**src/rtl/uart_pkg.sv**
```systemverilog
// Shared UART definitions: default bit timing and the
// receive/transmit state encoding.
package uart_pkg;

  localparam int  CLKS_PER_BIT_DEFAULT = 10414;
  localparam real CLK_PERIOD_NS        = 10.0;

  localparam int  DATA_BITS = 8;

  localparam logic [2:0] ST_IDLE  = 3'd0;
  localparam logic [2:0] ST_START = 3'd1;
  localparam logic [2:0] ST_DATA  = 3'd2;
  localparam logic [2:0] ST_STOP  = 3'd3;
  localparam logic [2:0] ST_BREAK = 3'd4;

  function automatic logic [15:0] cnt_of(
    input int n
  );
    return 16'(n);
  endfunction

endpackage

```
**src/rtl/uart_rx_if.sv**
```systemverilog
// Receive-side output bundle: last byte plus its
// one-cycle valid / framing-error strobes.
interface uart_rx_if;
  import uart_pkg::*;

  logic [DATA_BITS-1:0] rx_data;
  logic                 rx_valid;
  logic                 rx_error;

  modport master (
    output rx_data,
    output rx_valid,
    output rx_error
  );

  modport slave (
    input rx_data,
    input rx_valid,
    input rx_error
  );

endinterface

```
**src/rtl/uart_sync2.sv**
```systemverilog
// Two-flop synchronizer for one asynchronous bit;
// both stages reset to the line idle level (1).
module uart_sync2 (
  input  logic clk,
  input  logic reset,
  input  logic d,
  output logic q
);

  logic s1_d, s1_q;
  logic s2_d, s2_q;

  always_comb begin
    s1_d = d;
    s2_d = s1_q;
  end

  always_ff @(posedge clk) begin
    if (reset) begin
      s1_q <= 1'b1;
      s2_q <= 1'b1;
    end else begin
      s1_q <= s1_d;
      s2_q <= s2_d;
    end
  end

  assign q = s2_q;

endmodule

```
**src/rtl/uart_rx.sv**
```systemverilog
// 8N1 UART receiver: mid-bit sampling, registered
// byte output with valid and framing-error pulses.
module uart_rx
  import uart_pkg::*;
#(
  parameter int CLKS_PER_BIT = CLKS_PER_BIT_DEFAULT
) (
  input  logic      clk,
  input  logic      reset,
  input  logic      RxD,
  uart_rx_if.master rx
);

  localparam logic [15:0] HALF_M1 =
    cnt_of(CLKS_PER_BIT / 2 - 1);
  localparam logic [15:0] FULL_M1 =
    cnt_of(CLKS_PER_BIT - 1);

  logic rxd_s;

  logic [2:0]  state_d, state_q;
  logic [15:0] cnt_d, cnt_q;
  logic [2:0]  idx_d, idx_q;
  logic [7:0]  shift_d, shift_q;
  logic [7:0]  data_d, data_q;
  logic        valid_d, valid_q;
  logic        error_d, error_q;

  uart_sync2 u_sync (
    .clk   (clk),
    .reset (reset),
    .d     (RxD),
    .q     (rxd_s)
  );

  always_comb begin
    state_d = state_q;
    cnt_d   = cnt_q;
    idx_d   = idx_q;
    shift_d = shift_q;
    data_d  = data_q;
    valid_d = 1'b0;
    error_d = 1'b0;

    unique case (state_q)
      ST_IDLE: begin
        cnt_d = '0;
        idx_d = '0;
        if (!rxd_s) begin
          state_d = ST_START;
        end
      end

      // Re-check the start bit at its midpoint to
      // reject glitches shorter than half a bit.
      ST_START: begin
        if (cnt_q == HALF_M1) begin
          cnt_d = '0;
          idx_d = '0;
          if (!rxd_s) begin
            state_d = ST_DATA;
          end else begin
            state_d = ST_IDLE;
          end
        end else begin
          cnt_d = cnt_q + 16'd1;
        end
      end

      ST_DATA: begin
        if (cnt_q == FULL_M1) begin
          cnt_d          = '0;
          shift_d[idx_q] = rxd_s;
          if (idx_q == 3'd7) begin
            state_d = ST_STOP;
          end else begin
            idx_d = idx_q + 3'd1;
          end
        end else begin
          cnt_d = cnt_q + 16'd1;
        end
      end

      ST_STOP: begin
        if (cnt_q == FULL_M1) begin
          cnt_d = '0;
          if (rxd_s) begin
            data_d  = shift_q;
            valid_d = 1'b1;
            state_d = ST_IDLE;
          end else begin
            error_d = 1'b1;
            state_d = ST_BREAK;
          end
        end else begin
          cnt_d = cnt_q + 16'd1;
        end
      end

      ST_BREAK: begin
        cnt_d = '0;
        idx_d = '0;
        if (rxd_s) begin
          state_d = ST_IDLE;
        end
      end

      default: begin
        state_d = ST_IDLE;
        cnt_d   = '0;
        idx_d   = '0;
      end
    endcase
  end

  always_ff @(posedge clk) begin
    if (reset) begin
      state_q <= ST_IDLE;
      cnt_q   <= '0;
      idx_q   <= '0;
      shift_q <= '0;
      data_q  <= '0;
      valid_q <= 1'b0;
      error_q <= 1'b0;
    end else begin
      state_q <= state_d;
      cnt_q   <= cnt_d;
      idx_q   <= idx_d;
      shift_q <= shift_d;
      data_q  <= data_d;
      valid_q <= valid_d;
      error_q <= error_d;
    end
  end

  assign rx.rx_data  = data_q;
  assign rx.rx_valid = valid_q;
  assign rx.rx_error = error_q;

endmodule

```
**src/flat_wrapper.sv**
```systemverilog
// flat-port wrapper written by rule: the top's interface ports become plain ports
module uart_rx_flat import uart_pkg::*;
#(
  parameter int CLKS_PER_BIT = CLKS_PER_BIT_DEFAULT
)
  (clk, reset, RxD, rx_rx_data, rx_rx_valid, rx_rx_error);
  uart_rx_if rx_i ();
  input  logic clk;
  input  logic reset;
  input  logic RxD;
  output wire logic [$bits(rx_i.rx_data)-1:0] rx_rx_data;
  output wire logic [$bits(rx_i.rx_valid)-1:0] rx_rx_valid;
  output wire logic [$bits(rx_i.rx_error)-1:0] rx_rx_error;
  assign rx_rx_data = rx_i.rx_data;
  assign rx_rx_valid = rx_i.rx_valid;
  assign rx_rx_error = rx_i.rx_error;
  uart_rx #(.CLKS_PER_BIT(CLKS_PER_BIT)) u_core (.clk(clk), .reset(reset), .RxD(RxD), .rx(rx_i));
endmodule
```
**config.mk**
```make
export PLATFORM = sky130hd
export DESIGN_NAME = uart_rx_flat
export DESIGN_NICKNAME = d
export VERILOG_FILES = /design/src/rtl/uart_pkg.sv /design/src/rtl/uart_rx_if.sv /design/src/rtl/uart_sync2.sv /design/src/rtl/uart_rx.sv /design/src/flat_wrapper.sv
export SDC_FILE = /design/constraint.sdc
export NUM_CORES = 1
export LEC_CHECK = 0
export BUFFER_PORTS_ARGS = -buffer_cell sky130_fd_sc_hd__clkbuf_2
export CAP_MARGIN = 10
export CORE_MARGIN = 3
export CORE_UTILIZATION = 51
export DETAILED_ROUTE_END_ITERATION = 8
export PLACE_DENSITY = 0.79
export SLEW_MARGIN = 30
export SYNTH_ARGS = -nofsm -noshare
export SYNTH_HDL_FRONTEND = slang
export SYNTH_SLANG_ARGS = --single-unit
```
**constraint.sdc**
```tcl
create_clock -name clk -period 2.6 [get_ports clk]
set_input_delay 0.39 -clock clk [delete_from_list [all_inputs] [get_ports clk]]
set_output_delay 0.39 -clock clk [all_outputs]
set_load 0.1 [all_outputs]
```
# Word level (Yosys, flattened, before mapping)
# Index checks and enable logic that the tools add are counted.
# op_classes
addsub,2
order_cmp,2
eq_ne,14
muxes,21
bitwise_logic,2
n_reduce_logical,8
# ops
cell,count
$mux 16,2
$pmux 16 s2,1
$mux 3,10
$add 16x1->16 const B,1
$eq 16x13->1 const B,1
$eq 16x14->1 const B,1
$pmux 3 s5,1
$pmux 3 s3,1
$bwmux 8,1
$ne 2x1->1 const B,4
$eq 3x2->1 const B,2
$eq 3x3->1 const B,2
$ne 2x2->1 const B,3
$reduce_and 6->1,1
$lt 3x4->1 const B,1
$reduce_and 4->1,1
$add 3x1->3 const B,1
$demux 1 s3,1
$eq 3x1->1 const B,1
$ge 3x1->1 const B,1
$logic_not 3->1,1
$mux 1,3
$reduce_and 3->1,1
$reduce_or 3->1,1
5 further kinds,6
# word_totals
regBits,42
out_inout_bits,10
word_cells,58

# Logic depth before layout (Yosys ltp)
# Gate-level depths: netlist (run 1).
# logic_depth
word_depth,5
depth_mapped,9
depth_no_buf,7

# Modules after synthesis
# From an unflattened synthesis (run 1), not the netlist that was laid out.
# hier_totals
hier_cells,218
area_unflattened_um2,2030.7
# modules_own_cells
module,n_inst,cells_each,area_per_inst_um2
uart_rx,1,214,1978.1
uart_sync2,1,4,52.6

# Least setup slack after synthesis (run 1)
# Ideal clock, no wire load.
# synth_timing
kind,flip-flop to flip-flop
startpoint,reg u_core.cnt_q[0]
endpoint,reg u_core.cnt_q[7]
setup_ps,115
t_arrival_ps,2081
required_ps,2485
slack_ps,404
stages_incl_launch_ff,10
n_path_buf,2
period_less_slack_ps,2196
cell_sequence,dfxtp_1 -> inv_1 -> ha_1 -> or4bb_1 -> or4_1 -> a22oi_2 -> or2_1 -> buf_4 -> buf_6 -> nor2_1
# synth_between
elab_chain_len,3
elab_cells_between_ends,6
# synth_lines
item,line,rtl
"start, declared",uart_rx.sv:22,"logic [15:0] cnt_d, cnt_q;"
"start signal, assigned",uart_rx.sv:127,cnt_q <= cnt_d;
$add 16x1->16 (tied with other cells),"uart_rx.sv:66, uart_rx.sv:80, uart_rx.sv:96",
"$mux 16, on equally long branches","uart_rx.sv:71, uart_rx.sv:85, uart_rx.sv:57",
$pmux 16 s2 *,uart_rx.sv:45,unique case (state_q)
# Every way passes the cells marked *; elsewhere a longest branch is shown, timed or not.
# A chain may end at the register's enable or synchronous reset.

# Worst setup path after layout (run 1)
# layout_timing
startpoint,reg u_core.cnt_q[6]
endpoint,reg u_core.shift_q[0]
# layout_between
elab_chain_len,2
# layout_lines
item,line,rtl
$eq 16x14->1,uart_rx.sv:71,if (cnt_q == FULL_M1) begin
$reduce_and 2->1 (no line),--,
"end signal, assigned",uart_rx.sv:129,shift_q <= shift_d;
"end, declared",uart_rx.sv:24,"logic [7:0] shift_d, shift_q;"
# Every way passes these cells.

==> results of run 1 <==
[cell usage after synthesis (2+ instances only)]
master and number:
nor4b_2 2, ha_1 5, nor2b_1 3, or3b_2 2, nor2_1 40, nor4_1 4, or4_1 4, nor3_1 6
inv_1 4, or4_4 2, buf_6 2, o21ai_0 2, a22o_1 2, clkbuf_1 6, xnor2_1 6, or2_2 3
nand4_1 3, xor2_1 8, mux2i_1 16, and3_1 2, nand3_1 10, dfxtp_1 42, a21oi_1 2, nand2_1 10
[final timing paths]
kind	slack [ns]	endpoint
min	0.28	u_core.u_sync.s1_q$_SDFF_PP1_
max reg2reg	0.24	u_core.shift_q[0]$_SDFFE_PP0P_
min reg2reg	0.41	u_core.u_sync.q$_SDFF_PP1_
max	0.24	u_core.shift_q[0]$_SDFFE_PP0P_
[power breakdown]
group / leakage, nW / switching [mW] / total, mW / internal, mW
Combinational: 0.309 / 0.0119 / 0.0170 / 0.00514
Clock: 0.0514 / 0.215 / 0.501 / 0.286
Sequential: 0.339 / 0.00406 / 0.649 / 0.645
[per-stage QoR]
step | std cells | total power [mW] | worst slack [ns]
floorplan | 201 | 0.677 | 0.404
global placement | 251 | 0.681 | 0.266
detailed placement | 251 | 0.682 | 0.270
CTS | 259 | 1.18 | 0.258
global route | 259 | 1.20 | 0.153
finish | 259 | 1.17 | 0.244
[flip-flops by register name, indices dropped and copies added (netlist names)]
signal and cells:
u_core.rx.rx_error 1, u_core.cnt_q 16, u_core.state_q 3, u_core.idx_q 3, u_core.rx.rx_data 8, u_core.shift_q 8, u_core.u_sync.s1_q 1, u_core.u_sync.q 1
u_core.rx.rx_valid 1
[kinds of logic (layout without fill, tap and decap cells)]
family | Yosys count | after routing
AO/OA/AOI/OAI | 11 | 11
buffers and inverters | 13 | 25
adder cells (fa/ha/maj) | 5 | 5
XOR/XNOR | 14 | 14
multiplexers | 16 | 16
AND/OR/NAND/NOR | 100 | 100
flip-flops | 42 | 42
[metal layers]
metal / global-route usage [%] / share of wire (%) / vias up
met5: 0 / 0 / -
met4: 6.84 / 1.8 / 0
met3: 5.56 / 4.4 / 6
met2: 25.5 / 44 / 21
met1: 22.1 / 49 / 636
li1: - / - / 713
[final cells by class]
type	count	area, um^2	share of cell area, %
clock buffer	6	72.6	3.50
clock inverter	2	37.5	1.81
inverter	4	15.0	0.725
multi-input combinational	146	981	47.3
sequential	42	841	40.6
tap	46	57.6	2.78
timing repair buffer	13	67.6	3.26
[worst reg2reg max path, cell delays in order, from the launching register on]
cell	delay, ns
dfxtp_1	0.37
or3b_2	0.50
or4_4	0.62
or4_1	0.54
mux2i_1	0.16
nor2_1	0.05
==> results.toml, run 1 <==
[hold_path]
hold_depth = 2
hp-start = "RxD"
hold_class = "primary input to flop"

[floorplanning]
row_count = 21
top_level_ports = 13
die_y_um = 66.9
start_util_pct = 54.9
dieArea_mm2 = 0.00447
coreArea_mm2 = 0.00344
fp.dieW_um = 66.9

[critical_path]
rr_worst_depth = 5
timing.rr.start = "u_core.cnt_q[6]$_SDFF_PP0_"
path_buf_inv = 0
cp.arrival_ns = 2.53
crit_path_start = "u_core.cnt_q[6]$_SDFF_PP0_"
path_cells = "or3b_2 -> or4_4 -> or4_1 -> mux2i_1 -> nor2_1"
crit_path_start_kind = "flop"
cp_slowest_cell = "or4_4"
critPathCaptureType = "flop"
critPathKind = "flop to flop"
path_depth = 5
critPathMaxStageDelay_ns = 0.62
required_ns = 2.77
worst-path-max-fanout = 12
path_delay_family = "simple AND/OR/NAND/NOR gates"

[sta]
fin_crit_ns = 2.36
setup_viol = 0
whs_ns = 0.284
finalCritPeriodShare_pct = 90.6
grt_setup_unrepaired = "false"
final_max_slew_viol_count = 0
hold_viol_final = 0
tightestPinTransition_ns = 0.557
tns_ns = 0
fmax_mhz = 424
skew_ns = 0.00898
relSlewSlack_pct = 63.0

[placement]
hpwlAfterDp_um = 2220
gp_congestion = 0.765
post_dp_cell_area_mm2 = 0.00196
portBuffers = 12

[synthesis]
synthSimpleGateAreaFrac_pct = 29.1
netlist.area_leader.share_pct = 44.5
syn_inst = 201
synth_fa_ha_area_share_pct = 3.31
synth-seq-area-share_pct = 44.5
synthesis.area_mm2 = 0.00189
synth_top_cells_by_area = "dfxtp_1 45%, mux2i_1 8.5%, nor2_1 7.9%"
synthFlopType = "dfxtp_1"
synth_edf_count = 0
synth_top_family_by_area = "simple AND/OR/NAND/NOR gates"
synth.distinct_cells = 39
synth_compound_area_share_pct = 4.57
ys.warnings.count = 0
syn_area_per_cell_um2 = 9.40
yosys-mux-area-fraction_pct = 8.48
synth-xor-area-share_pct = 6.49
synthArstFlopShare_pct = 0
synth-seq-cells = 42
synth_nets = 209
yosysTopAreaCell = "dfxtp_1"

[routing]
routed_wl_um = 3230
vias_per_cell = 5.31
drtPass1Iterations = 6
drt.antenna.violating_nets = 0
wl_per_cell_um = 12.5
num_vias = 1376
drcViolationCount = 0
drt_iter0_drc = 68

[clocking]
htreeDepth = 2
cts_buffer_depth = 2
cts_resized = 0
cts_inserted_buffers = 5
postCtsSetupRepairBufs = 0
clk_pin_slew_ns = 0.08
worstSkewPairLatency_ns = 0.30
postCtsHoldBufs = 0
cts_root_buf = "clkbuf_8"
cts_tree = "yes"
clock-sinks = 42

[job]
max_cap_violations = 0

[cells_and_area]
drive_gt1_share_pct = 15.0
fillers = 297
area_growth_pct = 9.67
final_area_mm2 = 0.00207
finish.utilization_pct = 60.2
layout.nets = 220
final_cell_mix = "42 x dfxtp_1, 40 x nor2_1, 16 x mux2i_1"
layout_commonest_cell = "dfxtp_1"
insertedDiodeCount = 0

[global_routing]
gr-total-overflow = 0
grt_max_degree = 29
antenna_found_initial = 0
grt_pass1_vias = 1218
grt_pass1_wl_um = 5600
track_usage_pct = 16.9

[power_and_ir_drop]
p_leak_nw = 0.699
peakVddDrop_mv = 0.346
powerDensity_mw_per_mm2 = 564

[run_status]
status = "finished clean"
No activity file was read; power rests on OpenSTA's default activity.
==> run 2: changes to the inputs <==
--- a/config.mk
+++ b/config.mk
@@ -7,10 +7,12 @@
 export LEC_CHECK = 0
 export BUFFER_PORTS_ARGS = -buffer_cell sky130_fd_sc_hd__clkbuf_2
 export CAP_MARGIN = 10
+export CELL_PAD_IN_SITES_DETAIL_PLACEMENT = 1
+export CELL_PAD_IN_SITES_GLOBAL_PLACEMENT = 2
 export CORE_MARGIN = 3
-export CORE_UTILIZATION = 51
+export CORE_UTILIZATION = 37
 export DETAILED_ROUTE_END_ITERATION = 8
-export PLACE_DENSITY = 0.79
+export PLACE_DENSITY = 0.87
 export SLEW_MARGIN = 30
 export SYNTH_ARGS = -nofsm -noshare
 export SYNTH_HDL_FRONTEND = slang
==> run 2 against run 1 <==
Against the previous run:
- combinational power increased by 31%
- hold slack lost 0.00062 ns
- clock skew grew 0.0037 ns
- clock-buffer cell count is the same
- power is 1.5% higher
- flip-flop and latch count is the same
- sequential power hardly changed
- non-clock buffer count rose by 3
- utilization is 16 points lower
- largest cell class unchanged
==> results.toml, run 2 (synthesis results as in run 1) <==
[power_and_ir_drop]
p_total_mw = 1.18
p_leak_nw = 0.721
peakVddDrop_mv = 0.264
powerDensity_mw_per_mm2 = 555

[floorplanning]
top_level_ports = 13
fp.dieW_um = 77.5
die_y_um = 77.5
dieArea_mm2 = 0.00600
start_util_pct = 39.2
row_count = 25
coreArea_mm2 = 0.00482

[clocking]
postCtsSetupRepairBufs = 0
worstSkewPairLatency_ns = 0.29
clk_pin_slew_ns = 0.08
cts_resized = 0
cts_buffer_depth = 2
cts_root_buf = "clkbuf_8"
clock-sinks = 42
postCtsHoldBufs = 0
cts_tree = "yes"
htreeDepth = 2
cts_inserted_buffers = 5

[hold_path]
whs_endpoint = "u_core.u_sync.s1_q$_SDFF_PP1_"
hold_depth = 2
hp-start = "RxD"
hold_class = "primary input to flop"

[critical_path]
path_buf_inv = 0
path_cells = "or3b_2 -> or4_4 -> or4_1 -> mux2i_1 -> nor2_1"
critPathCaptureType = "flop"
timing.rr.start = "u_core.cnt_q[6]$_SDFF_PP0_"
rrSetupSlack_ns = 0.22
r2r-end = "u_core.shift_q[0]$_SDFFE_PP0P_"
worst-path-max-fanout = 12
cp.arrival_ns = 2.53
path_delay_family = "simple AND/OR/NAND/NOR gates"
required_ns = 2.76
rr_worst_depth = 5
critPathMaxStageDelay_ns = 0.62
cp_slowest_cell = "or4_4"
crit_path_start_kind = "flop"
critPathKind = "flop to flop"

[routing]
vias_per_cell = 5.01
drtPass1Iterations = 4
wl_per_cell_um = 13.4
drcViolationCount = 0
routed_wl_um = 3800
num_vias = 1419
drt_iter0_drc = 35
drt.antenna.violating_nets = 0

[sta]
finalCritPeriodShare_pct = 91.4
hold_viol_final = 0
relSlewSlack_pct = 61.2
fmax_mhz = 421
setup_viol = 0
tightestPinTransition_ns = 0.583
skew_ns = 0.0127
fin_crit_ns = 2.38
tns_ns = 0
grt_setup_unrepaired = "false"
final_max_slew_viol_count = 0

[global_routing]
grt_max_degree = 29
gr-total-overflow = 0
antenna_found_initial = 0
grt_pass1_vias = 1465
grt_pass1_wl_um = 6940
track_usage_pct = 14.1

[placement]
hpwlAfterDp_um = 2720
portBuffers = 12
gp_congestion = 0.754

[run_status]
status = "finished clean"

[cells_and_area]
layout.nets = 223
insertedDiodeCount = 0
top_register = "u_core.cnt_q"
largest_register_ffs = 16
drive_gt1_share_pct = 16.2
final_cell_mix = "42 x dfxtp_1, 40 x nor2_1, 16 x mux2i_1"
area_growth_pct = 12.9
layout_commonest_cell = "dfxtp_1"
finish.utilization_pct = 44.3

[job]
max_cap_violations = 0
==> run 2: changes by cell type in the layout (fill, tap and decap cells not counted) <==
cell and change:
buf_4 +2, buf_12 +1
==> run 2: stage by stage <==
step                      cells  cell area, um^2  hold slack (ns)  worst slack, ns
after floorplan             201             1890            0.389            0.404
after global placement      275             2020            0.393            0.258
after detailed placement    275             2020            0.400            0.253
after CTS                   283             2130            0.286            0.226
after global routing        283             2130            0.283           0.0677
final                       283             2130            0.284            0.224
==> run 2: routing by layer <==
metal  routed length [um]  GRT usage [%]  vias to the layer above
met1                 1950           18.9                      682
met3                  100           3.71                        2
met4                   29           4.63                        0
met2                 1720           22.2                       10
met5                    0              0                        -
li1                     -              -                      725
==> run 2: where the power goes <==
part / total [mW] / switching [mW] / internal [mW] / leakage (nW)
sequential: 0.647 / 0.00194 / 0.645 / 0.339
clock: 0.516 / 0.229 / 0.287 / 0.0514
combinational: 0.0223 / 0.0154 / 0.00690 / 0.330
total: 1.18 / 0.246 / 0.938 / 0.721
==> run 2: area by class of cell <==
cell class / count / area (um^2)
timing repair buffer: 16 / 103
inverter: 4 / 15.0
fill: 586 / 2680
multi-input combinational: 146 / 981
clock inverter: 2 / 37.5
clock buffer: 6 / 72.6
tap: 67 / 83.8
sequential: 42 / 841
==> run 2: worst reg2reg max path, stage by stage (launching register included) <==
cell,delay (ns)
dfxtp_1,0.37
or3b_2,0.51
or4_4,0.62
or4_1,0.54
mux2i_1,0.16
nor2_1,0.05
==> run 2: worst max-delay path by stage <==
stage | start | endpoint | slack, ns | depth (start not counted)
after CTS | u_core.cnt_q[6]$_SDFF_PP0_ | u_core.shift_q[0]$_SDFFE_PP0P_ | 0.23 | 5
after global routing | u_core.cnt_q[0]$_SDFF_PP0_ | u_core.shift_q[2]$_SDFFE_PP0P_ | 0.07 | 6
final | u_core.cnt_q[6]$_SDFF_PP0_ | u_core.shift_q[0]$_SDFFE_PP0P_ | 0.22 | 5
after global placement | u_core.cnt_q[6]$_SDFF_PP0_ | u_core.shift_q[0]$_SDFFE_PP0P_ | 0.26 | 5
after floorplan | u_core.cnt_q[0]$_SDFF_PP0_ | u_core.cnt_q[7]$_SDFF_PP0_ | 0.40 | 9
after detailed placement | u_core.cnt_q[11]$_SDFF_PP0_ | u_core.shift_q[0]$_SDFFE_PP0P_ | 0.25 | 5
